### src/rtl/syscall_unit.sv
// syscall_unit: responder for the decoder's syscall interface.
// It handles console I/O (print int, print char, read int) and exit for the
// single-cycle CPU. While a service is running, stall holds the PC.
// The console is reached through byte-wide valid/ready TX and RX streams.
// Optional build macro: SYSCALL_ECHO_EN. When it is defined, every byte taken
// in during INPUT_INT, the terminator included, is echoed back on TX.

`ifndef SYS_OP_LENGTH
`define SYS_OP_LENGTH 4
`endif

module syscall_unit #(
  parameter int DATA_W = 32,
  parameter int OP_W   = `SYS_OP_LENGTH
) (
  input  logic              clk,
  input  logic              rst_n,
  input  logic              syscall,
  input  logic [OP_W-1:0]   sys_op,
  input  logic [DATA_W-1:0] arg,
  output logic              stall,
  output logic [DATA_W-1:0] wb_data,
  output logic              halt,
  output logic [7:0]        tx_data,
  output logic              tx_valid,
  input  logic              tx_ready,
  input  logic [7:0]        rx_data,
  input  logic              rx_valid,
  output logic              rx_ready
);

  localparam logic [OP_W-1:0] SYSCALL_PRINT_INT  = OP_W'(1);
  localparam logic [OP_W-1:0] SYSCALL_INPUT_INT  = OP_W'(5);
  localparam logic [OP_W-1:0] SYSCALL_EXIT       = OP_W'(10);
  localparam logic [OP_W-1:0] SYSCALL_PRINT_CHAR = OP_W'(11);

  localparam logic [7:0] CH_MINUS = 8'h2D;
  localparam logic [7:0] CH_ZERO  = 8'h30;
  localparam logic [7:0] CH_NINE  = 8'h39;

  typedef enum logic [2:0] {
    S_IDLE,
    S_P_SIGN,
    S_P_DIGIT,
    S_P_CHAR,
    S_R_WAIT,
`ifdef SYSCALL_ECHO_EN
    S_R_ECHO,
`endif
    S_DONE,
    S_HALTED
  } state_t;

  state_t state;

  logic [DATA_W-1:0] arg_q;
  logic [DATA_W-1:0] mag;
  logic [3:0]        pow_idx;
  logic [3:0]        digit;
  logic              lead;
  logic [DATA_W-1:0] acc;
  logic              neg;
  logic              got_digit;
`ifdef SYSCALL_ECHO_EN
  logic              term_pending;
`endif

  logic              rx_fire;
  logic              tx_fire;
  logic              rx_is_minus;
  logic              rx_is_digit;
  logic [DATA_W-1:0] pow_val;
  logic [DATA_W-1:0] acc_next;

  // Powers of ten, 10^0 .. 10^9. Every one of them fits in 32 bits.
  function automatic logic [DATA_W-1:0] pow10(input logic [3:0] idx);
    logic [DATA_W-1:0] p;
    case (idx)
      4'd0:    p = 32'd1;
      4'd1:    p = 32'd10;
      4'd2:    p = 32'd100;
      4'd3:    p = 32'd1000;
      4'd4:    p = 32'd10000;
      4'd5:    p = 32'd100000;
      4'd6:    p = 32'd1000000;
      4'd7:    p = 32'd10000000;
      4'd8:    p = 32'd100000000;
      4'd9:    p = 32'd1000000000;
      default: p = 32'd1;
    endcase
    return p;
  endfunction

  // Stall the PC while a service is running. Also stall on the issuing cycle,
  // so the CPU does not advance before the unit has latched the request.
  always_comb begin
    stall = 1'b0;
    if (state == S_IDLE)
      stall = syscall;
    else if (state != S_DONE && state != S_HALTED)
      stall = 1'b1;
  end

  // Handshake strobes, RX byte classification and the next decimal accumulation.
  always_comb begin
    rx_fire     = rx_valid & rx_ready;
    tx_fire     = tx_valid & tx_ready;
    rx_is_minus = (rx_data == CH_MINUS) & ~got_digit;
    rx_is_digit = (rx_data >= CH_ZERO) & (rx_data <= CH_NINE);
    pow_val     = pow10(pow_idx);
    acc_next    = (acc << 3) + (acc << 1) + {28'h0, rx_data[3:0]};
  end

  // Service sequencer. All console and writeback outputs are registered.
  always_ff @(posedge clk) begin
    if (!rst_n) begin
      state     <= S_IDLE;
      arg_q     <= '0;
      mag       <= '0;
      pow_idx   <= '0;
      digit     <= '0;
      lead      <= 1'b0;
      acc       <= '0;
      neg       <= 1'b0;
      got_digit <= 1'b0;
      wb_data   <= '0;
      halt      <= 1'b0;
      tx_data   <= '0;
      tx_valid  <= 1'b0;
      rx_ready  <= 1'b0;
`ifdef SYSCALL_ECHO_EN
      term_pending <= 1'b0;
`endif
    end else begin
      case (state)
        S_IDLE: begin
          if (syscall) begin
            arg_q <= arg;
            case (sys_op)
              SYSCALL_PRINT_INT:  state <= S_P_SIGN;
              SYSCALL_PRINT_CHAR: state <= S_P_CHAR;
              SYSCALL_INPUT_INT: begin
                acc       <= '0;
                neg       <= 1'b0;
                got_digit <= 1'b0;
                rx_ready  <= 1'b1;
                state     <= S_R_WAIT;
              end
              SYSCALL_EXIT: begin
                halt  <= 1'b1;
                state <= S_HALTED;
              end
              default: state <= S_DONE;
            endcase
          end
        end

        S_P_SIGN: begin
          pow_idx <= 4'd9;
          digit   <= '0;
          lead    <= 1'b1;
          if (arg_q[DATA_W-1]) begin
            if (!tx_valid) begin
              tx_valid <= 1'b1;
              tx_data  <= CH_MINUS;
            end else if (tx_ready) begin
              tx_valid <= 1'b0;
              mag      <= -arg_q;
              state    <= S_P_DIGIT;
            end
          end else begin
            mag   <= arg_q;
            state <= S_P_DIGIT;
          end
        end

        // Each digit is found by repeated subtraction, one subtraction per cycle.
        // The digit byte is held on TX until it is accepted. Only after that
        // does the power index step down.
        S_P_DIGIT: begin
          if (tx_valid) begin
            if (tx_ready) begin
              tx_valid <= 1'b0;
              digit    <= '0;
              if (pow_idx == 4'd0)
                state <= S_DONE;
              else
                pow_idx <= pow_idx - 4'd1;
            end
          end else if (mag >= pow_val) begin
            mag   <= mag - pow_val;
            digit <= digit + 4'd1;
          end else if (digit == 4'd0 && lead && pow_idx != 4'd0) begin
            pow_idx <= pow_idx - 4'd1;
          end else begin
            tx_valid <= 1'b1;
            tx_data  <= CH_ZERO + {4'h0, digit};
            lead     <= 1'b0;
          end
        end

        S_P_CHAR: begin
          if (!tx_valid) begin
            tx_valid <= 1'b1;
            tx_data  <= arg_q[7:0];
          end else if (tx_ready) begin
            tx_valid <= 1'b0;
            state    <= S_DONE;
          end
        end

        S_R_WAIT: begin
          if (rx_fire) begin
            if (rx_is_minus) begin
              neg <= 1'b1;
            end else if (rx_is_digit) begin
              acc       <= acc_next;
              got_digit <= 1'b1;
            end else begin
              wb_data <= neg ? -acc : acc;
            end
`ifdef SYSCALL_ECHO_EN
            rx_ready     <= 1'b0;
            tx_valid     <= 1'b1;
            tx_data      <= rx_data;
            term_pending <= ~rx_is_minus & ~rx_is_digit;
            state        <= S_R_ECHO;
`else
            if (!rx_is_minus && !rx_is_digit) begin
              rx_ready <= 1'b0;
              state    <= S_DONE;
            end
`endif
          end
        end

`ifdef SYSCALL_ECHO_EN
        S_R_ECHO: begin
          if (tx_fire) begin
            tx_valid <= 1'b0;
            if (term_pending) begin
              state <= S_DONE;
            end else begin
              rx_ready <= 1'b1;
              state    <= S_R_WAIT;
            end
          end
        end
`endif

        S_DONE: state <= S_IDLE;

        S_HALTED: halt <= 1'b1;

        default: state <= S_IDLE;
      endcase
    end
  end

endmodule
### config.mk
export PLATFORM = sky130hd
export DESIGN_NAME = syscall_unit
export DESIGN_NICKNAME = d
export VERILOG_FILES = /design/src/rtl/syscall_unit.sv
export SDC_FILE = /design/constraint.sdc
export NUM_CORES = 1
export LEC_CHECK = 0
export CAP_MARGIN = 20
export CORE_ASPECT_RATIO = 1.2
export CORE_MARGIN = 3
export CORE_UTILIZATION = 35
export CTS_CLUSTER_DIAMETER = 80
export DETAILED_ROUTE_END_ITERATION = 8
export PLACE_DENSITY = 0.61
export REMOVE_ABC_BUFFERS = 1
export SYNTH_ARGS = -nofsm -noshare
export SYNTH_HDL_FRONTEND = slang
export SYNTH_SLANG_ARGS = --single-unit
### constraint.sdc
create_clock -name clk -period 4.5 [get_ports clk]
set_input_delay 0.675 -clock clk [delete_from_list [all_inputs] [get_ports clk]]
set_output_delay 0.675 -clock clk [all_outputs]
set_load 0.01 [all_outputs]
==> metrics.csv <==
stage;metric;value;unit
worst_setup_path;crit path max fanout;3;
hold_path;min-delay src;mag[0];
floorplanning;Top Ports;93;
clock_tree;post-CTS setup buffer count;0;
sta;Fin Setup TNS;0;ns
pwr;Clock power frac;0.201;
clock_tree;hold_buf cts;0;
pwr;Switching Share;0.4327;
floorplanning;die width;171.3;um
pwr;Sequential Power Share;0.267;
pwr;Int Pwr;4296;uW
clock_tree;Worst-path clk slew;0.07;ns
sta;final period demand of the worst path;3.814;ns
synthesis;post-synthesis sequential area ratio;0.3072;
sta;Slew Limit Headroom;0.3633;
sta;Slew @ Worst Pin;0.9514;ns
worst_setup_path;Reg2Reg Depth;15;
routing;DRT Pass-1 Iters;5;
sta;Clock Skews;0.01218;ns
synthesis;Post-Synthesis Cell Area;11470;um2
pwr;Power Density;565.1;nW/um2
floorplanning;Row Count;72;
clock_tree;Inserted Clock Buffers;17;
routing;Final ANT Viol Nets;0;
sta;Setup-failing EPs final;0;
sta;Final period util;0.8475;
sta;Final Slew Violations;0;
pwr;P_leak;0.005466;uW
clock_tree;Clock Latency Late Sink;0.44;ns
worst_setup_path;CP Launch Type;input pin;
synthesis;flops & latches, synth;176;
pwr;Logic pwr share;0.532;
floorplanning;initial core utilization;0.3556;
global_routing;first-pass GRT wire length;51.07;mm
placement;I/O Buffers;92;
hold_path;WHS Path Cells;2;
routing;final WL;31.70;mm
synthesis;Mean Syn Cell Area;7.739;um2
floorplanning;Core Footprint;32250;um2
floorplanning;Die Ht;204.3;um
worst_setup_path;CP arrival;4.14;ns
global_routing;number of global-route vias before repair;10160;
cells_and_area;Post-Layout Cell Count;1956;
global_routing;pin count of the biggest net entering global routing;119;
worst_setup_path;CP Class;input pin to register;
pwr;Switch Pwr;3277;uW
hold_path;Hold EP;mag[0];
global_routing;GRT Util Overall;0.1792;
placement;placed cells;1925;
clock_tree;H-tree depth;4;
outcome;status;complete, no violations;
clock_tree;CTS tree;built;
routing;DR iter-0 viols;507;
global_routing;initial antenna violation count;0;
synthesis;most common flop cell mapped by yosys;dfxtp_1;
hold_path;Hold WC Path Type;register to register;
placement;RePlAce Congestion;0.9035;
worst_setup_path;reg2reg start;mag[0];
clock_tree;Clock Tree Buf Depth;2;
sta;f_max;0.2622;GHz
routing;wire length per cell;16.21;um
clock_tree;post-CTS sizing;0;
synthesis;synth unique cells;64;
sta;RSZ-0062 raised after global routing;false;
sta;Fin. Hold Viols;0;
worst_setup_path;Crit Reg-Reg Endpoint;pow_val[16];
cells_and_area;fin nets;1688;
routing;total number of vias;10520;
cells_and_area;number of diodes;0;
routing;Residual DRC;0;
synthesis;yosys warns;0;
pwr;Max rail drop VDD;314.8;uV
pwr;total chip power;7573;uW
clock_tree;CTS Root Cell;clkbuf_16;
cells_and_area;# fillers;3251;
worst_setup_path;CP required;4.82;ns
synthesis;number of synthesized flops with an enable pin;0;
synthesis;Synth Instances;1482;
worst_setup_path;r2r setup slk;0.74;ns
cells_and_area;area grow syn2layout;16.85;%
synthesis;async set-reset flop share out of synthesis;0;
routing;vias per std cell;5.379;
clock_tree;Clock Sinks;176;
run;Max-cap violations;0;
placement;Detailed Place HPWL;23.58;mm
worst_setup_path;Setup crit end kind;register;
global_routing;total gr overflow;0;
cells_and_area;share of cells above drive strength 1;0.04971;
floorplanning;die area;34990;um2
-- power groups by stage --
stage	sequential (uW)	clock [uW]	combinational, uW
final	2020	1520	4030
after global routing	2050	1610	4490
after CTS	2020	1550	4010
after detailed placement	2050	0	3980
after global placement	2050	0	3960
after floorplan	2020	0	2950
-- stage by stage --
| stage | hold slack, ns | utilization | instance area, um2 | worst slack [ns] |
|---|---|---|---|---|
| 6_report | 0.4517 | 0.4156 | 13400 | 0.6861 |
| 2_1_floorplan | 0.4319 | - | 11170 | 0.2518 |
| 5_1_grt | 0.4657 | 0.4156 | 13400 | 0.4317 |
| 3_5_place_dp | 0.4469 | 0.3970 | 12800 | 0.2108 |
| 4_1_cts | 0.4560 | 0.4156 | 13400 | 0.6786 |
| 3_3_place_gp | 0.4440 | 0.3970 | 12800 | 0.2170 |
-- how the worst max path moves through the flow --
stage                from     endpoint  slack [ns]  depth (start not counted)
5_1_grt            mag[0]  pow_val[16]        0.43                         14
4_1_cts        rx_data[3]      acc[31]        0.68                         13
3_3_place_gp   rx_data[3]      acc[31]        0.22                         13
2_1_floorplan    state[1]  pow_val[23]        0.25                         10
6_report       rx_data[3]      acc[31]        0.69                         13
3_5_place_dp   rx_data[3]      acc[31]        0.21                         13
-- kinds of logic (layout without fill, tap and decap cells) --
kind of cell / after synthesis / in the layout / synth area share
xor gates and xnor gates: 106 / 106 / 0.08094
AOI/OAI and AO/OA: 421 / 421 / 0.2283
and+or+nand+nor: 523 / 523 / 0.2109
DFF: 176 / 176 / 0.3072
buffers and inverters: 139 / 206 / 0.04636
adders and majority gates: 102 / 102 / 0.1132
muxes: 15 / 15 / 0.01309
-- Yosys cell counts, types with 13 or more instances --
cell type / n / area, um2
mux2i_1: 15 / 150.1
nand2_1: 201 / 754.5
inv_1: 59 / 221.5
o211ai_1: 17 / 127.6
nor2_1: 125 / 469.2
nor3_1: 30 / 150.1
nand4_1: 13 / 81.33
nand3_1: 49 / 245.2
clkbuf_1: 67 / 251.5
o21ai_0: 83 / 415.4
a21oi_1: 163 / 815.8
or3_1: 15 / 93.84
ha_1: 99 / 1239
dfxtp_1: 176 / 3523
xnor2_1: 42 / 367.9
a21o_1: 22 / 165.2
xor2_1: 64 / 560.5
a211oi_1: 43 / 322.8
o31ai_1: 22 / 165.2
nand2b_1: 16 / 100.1
-- state kept, by name, summed over array words and instances, names as in the netlist --
signal and count:
halt 1, rx_ready 1, tx_valid 1, got_digit 1
state 3, pow_idx 4, tx_data 8, lead 1
neg 1, acc 32, pow_val 23, arg_q 32
mag 32, digit 4, wb_data 32
-- cell usage in the layout, fill, tap and decap left out, drive strengths merged, types with 3 or more instances in the layout --
master | synthesis | final
a21oi | 163 | 163
or2 | 10 | 10
buf | 10 | 21
o31a | 4 | 4
nand4 | 13 | 13
o21bai | 6 | 6
a2111oi | 3 | 3
inv | 62 | 64
o211ai | 17 | 17
or4 | 11 | 11
clkdlybuf4s50 | 0 | 92
dfxtp | 176 | 176
nor2 | 125 | 125
a31oi | 10 | 10
a21boi | 4 | 4
o21a | 10 | 10
and4 | 4 | 4
nand2 | 201 | 201
nand3b | 6 | 6
clkbuf | 67 | 20
nor4 | 9 | 9
nand3 | 49 | 49
o211a | 3 | 3
nor2b | 10 | 10
a211oi | 43 | 43
xor2 | 64 | 64
nor3 | 30 | 30
and3 | 11 | 11
fa | 3 | 3
o31ai | 22 | 22
and2 | 6 | 6
o41ai | 13 | 13
xnor2 | 42 | 42
ha | 99 | 99
nand2b | 16 | 16
a21o | 22 | 22
mux2i | 15 | 15
clkinvlp | 0 | 6
o21ai | 85 | 85
or3 | 18 | 18
-- per-layer routing --
metal / up-vias / global-route usage / part of all wire
met4: 0 / 0.06584 / 0.029
met2: 159 / 0.3314 / 0.52
li1: 5368 / - / -
met1: 4944 / 0.2094 / 0.43
met5: - / 0 / 0
met3: 50 / 0.02302 / 0.024
-- final cells by class --
class / count / area, um2 / share of cell area
multi-input combinational: 1167 / 7446 / 0.5555
tap: 407 / 509.2 / 0.03799
timing repair buffer: 113 / 1091 / 0.08140
clock inverter: 11 / 131.4 / 0.009802
sequential: 176 / 3523 / 0.2629
clock buffer: 20 / 466.7 / 0.03482
inverter: 62 / 235.2 / 0.01755
-- critical path: stages --
cell	delay, ns
clkdlybuf4s50_1	0.47
fa_1	0.52
ha_1	0.29
a21oi_1	0.07
o21ai_0	0.28
o31ai_1	0.16
o21ai_0	0.43
a22oi_1	0.20
o211a_1	0.28
o31ai_1	0.36
a31oi_1	0.16
xnor2_1	0.15
o21ai_0	0.08
Note: power is estimated with default switching activity, not from simulation.
